`config.mk`:
```
export PLATFORM = sky130hd
export DESIGN_NAME = gate_chk_settle_timer
export DESIGN_NICKNAME = d
export VERILOG_FILES = /design/src/rtl/gate_chk_settle_timer.sv
export SDC_FILE = /design/constraint.sdc
export NUM_CORES = 1
export LEC_CHECK = 0
export ABC_AREA = 1
export CAP_MARGIN = 20
export CORE_AREA = 2 2 39 41
export DETAILED_ROUTE_END_ITERATION = 8
export DIE_AREA = 0 0 41 43
export PLACE_DENSITY = 0.44
export SYNTH_ARGS = -nofsm -noshare
export SYNTH_HDL_FRONTEND = slang
export SYNTH_SLANG_ARGS = --single-unit
```
`constraint.sdc`:
```
create_clock -name clk -period 1.74 [get_ports clk]
set_input_delay 0.174 -clock clk [delete_from_list [all_inputs] [get_ports clk]]
set_output_delay 0.174 -clock clk [all_outputs]
set_load 0.02 [all_outputs]
```
`src/rtl/gate_chk_settle_timer.sv`:
```
// gate_chk_settle_timer: loadable down-counter with zero flag that paces the settle time.
module gate_chk_settle_timer (
   input  logic       clk,
   input  logic       rst_n,
   input  logic       load,
   input  logic [3:0] load_val,
   input  logic       dec,
   output logic       zero
);
   logic [3:0] cnt_q, cnt_d;
   assign zero = cnt_q == 4'd0;
   always_comb cnt_d = load ? load_val : (dec && !zero) ? cnt_q - 4'd1 : cnt_q;
   always_ff @(posedge clk or negedge rst_n)
      if (!rst_n) cnt_q <= '0;
      else cnt_q <= cnt_d;
endmodule

```
==> results_dict.tcl <==
set metrics [dict create \
    drtAntennaViolNets 0 \
    power_density_mw_per_mm2 897 \
    root_buffer "clkbuf_4" \
    fin_crit_ns 1.54 \
    setup_viol 0 \
    grt_max_degree 9 \
    drive_gt1_share_pct 14.0 \
    grt_pass1_wl_um 993 \
    clock.fmax_ghz 0.649 \
    synth_nets 55 \
    critPathBufInv 3 \
    hold_class "input port to asynchronous set/reset pin" \
    core-area_sq_mm 0.00138 \
    worstPathCellList "inv_1 > ha_1 > nand2_2 > inv_1 > dlygate4sd2_1" \
    ys_top_cells_by_area "dfrtp_1, nand2_1, inv_1" \
    cts_max_level 1 \
    cpMostUsedCell "inv_1" \
    io_buffers 8 \
    max_stage_delay_ns 0.37 \
    antenna_found_initial 0 \
    io_pins 9 \
    ys_ff_latch 4 \
    dieHeight_um 43 \
    tns_ns 0 \
    yosys.area.top_type_share_pct 33.9 \
    grt_pass1_vias 242 \
    finClkSkew_ns 0.000326 \
    maxCapViolations 0 \
    tritoncts "built" \
    cts_num_sinks 4 \
    drc_errors 0 \
    synth_area_leader_cell "dfrtp_1" \
    hpwl_um 444 \
    whs_ns 0.141 \
    gp_congestion 0.766 \
    clkLatencyLatePin_ns 0.23 \
    start_util_pct 21.3 \
    status "complete, no violations" \
    cpLargestDelayFamily "buffers and inverters" \
    dieArea_sq_mm 0.00176 \
    finalNetCount 68 \
    top_register "cnt_q" \
    dieWidth_um 41 \
    crit_path_start_kind "flip-flop" \
    grt_setup_unrepaired "no" \
    yosysSeqAreaShare_pct 33.9 \
    hold_viol 0 \
    vdd_ir_drop_max_v 0.000355 \
    synthesis.area_sq_um 295 \
    cp.arrival_ns 1.37 \
    slew-limit-headroom_pct 79.6 \
    slew_violations 0 \
    fin_crit_sh_pct 88.5 \
    worstMarginPinSlew_ns 0.305 \
    ys_warn_count 0 \
    largest_reg_flops 4 \
    final_common_cell "nand2_1" \
    via_per_inst 4.00 \
    routedWlPerCell_um 7.97 \
    syn_to_final_growth_pct 41.1 \
    crit_slowest_cell "dfrtp_1" \
    syn_inst 46 \
    grt_use_total_pct 8.78 \
    finalPower_mw 0.374 \
    rows 14 \
    synth_cell_types 13 \
    vias 292 \
    clk_pin_slew_worst_paths_ns 0.04 \
    clock_path_buffers 2 \
    cp_max_fo 3 \
    wl_um 582 \
    dr.pass1.iters 2 \
    cts_hold_buf 0 \
    drt_iter0_markers 1 \
    layout_common_cells "nand2_1, clkdlybuf4s50_1, inv_1" \
    n_antenna_cell 0 \
    rrSetupSlack_ns 0.58 \
    syn_avg_cell_area_sq_um 6.42 \
    grt_overflow 0 \
    critPathKind "flip-flop to primary output" \
    top_regs "cnt_q: 4 flops" \
    cts_inserted_buffers 3 \
    critPathCaptureType "primary output" \
    crit_required_ns 1.57 \
    cellLeakagePower_nw 0.227 \
]
-- through the flow --
| stage | cell area (sq um) | util, % | worst slack, ns | instances |
|---|---|---|---|---|
| 2_1_floorplan | 295 | - | 0.681 | 46 |
| 3_3_place_gp | 395 | 28.6 | 0.171 | 70 |
| 3_5_place_dp | 395 | 28.6 | 0.158 | 70 |
| 4_1_cts | 417 | 30.1 | 0.179 | 73 |
| 5_1_grt | 417 | 30.1 | 0.105 | 73 |
| 6_report | 417 | 30.1 | 0.200 | 73 |
-- area by class of cell --
type / instances / area [sq um]
Fill cell: 154 / 967
Tap cell: 16 / 20.0
Multi-Input combinational cell: 35 / 169
Sequential cell: 4 / 100
Inverter: 7 / 26.3
Timing Repair Buffer: 8 / 78.8
Clock buffer: 3 / 22.5
-- synth_stat cells, drive strengths merged --
| cell type | n |
|---|---|
| clkinv | 1 |
| dfrtp | 4 |
| ha | 1 |
| inv | 6 |
| nand2 | 24 |
| nand3 | 3 |
| nand3b | 2 |
| nor2 | 3 |
| o21ai | 2 |
-- repair_timing --
item,4_1_cts,5_1_grt
resized for setup,1,0
hold endpoints to repair,0,0
buffers inserted,0,0
setup endpoints to repair,1,0
-- power breakdown --
| part | switching, mW | leakage [nW] | total (mW) | internal, mW |
|---|---|---|---|---|
| logic | 0.0744 | 0.164 | 0.133 | 0.0587 |
| clock network | 0.0346 | 0.0138 | 0.112 | 0.0769 |
| registers | 0.0167 | 0.0489 | 0.129 | 0.112 |
-- cell families after synthesis --
family,Yosys count,synth area share (%)
simple gates,32,49.6
buf+inv,7,8.90
flops,4,33.9
compound gates,2,3.39
fa+ha+maj,1,4.24
-- final timing paths --
kind,startpoint,to,cells after the start
worst max-delay path,cnt_q[0],zero,5
worst min-delay path,rst_n,cnt_q[3],1
worst max register to register,cnt_q[0],cnt_q[2],7
worst min register to register,cnt_q[0],cnt_q[0],2
max in group asynchronous,rst_n,cnt_q[0],1
min in group clk,cnt_q[0],cnt_q[0],2
-- worst register-to-register path, cell delays in order (launching register included) --
cell and delay (ns):
dfrtp_1 0.37, inv_1 0.10, ha_1 0.21, nand2_2 0.09, nand2_4 0.09, nand2_2 0.06
nand2_1 0.07, nand2_1 0.05
-- layer usage --
| metal | GRT usage [%] | share of wire [%] | vias up |
|---|---|---|---|
| met5 | 0 | 0 | - |
| met4 | 8.00 | 1.4 | 0 |
| met3 | 3.14 | 4.6 | 2 |
| met2 | 10.0 | 41 | 6 |
| met1 | 12.1 | 52 | 120 |
| li1 | - | - | 164 |
Note: power is estimated with default switching activity, not from simulation.
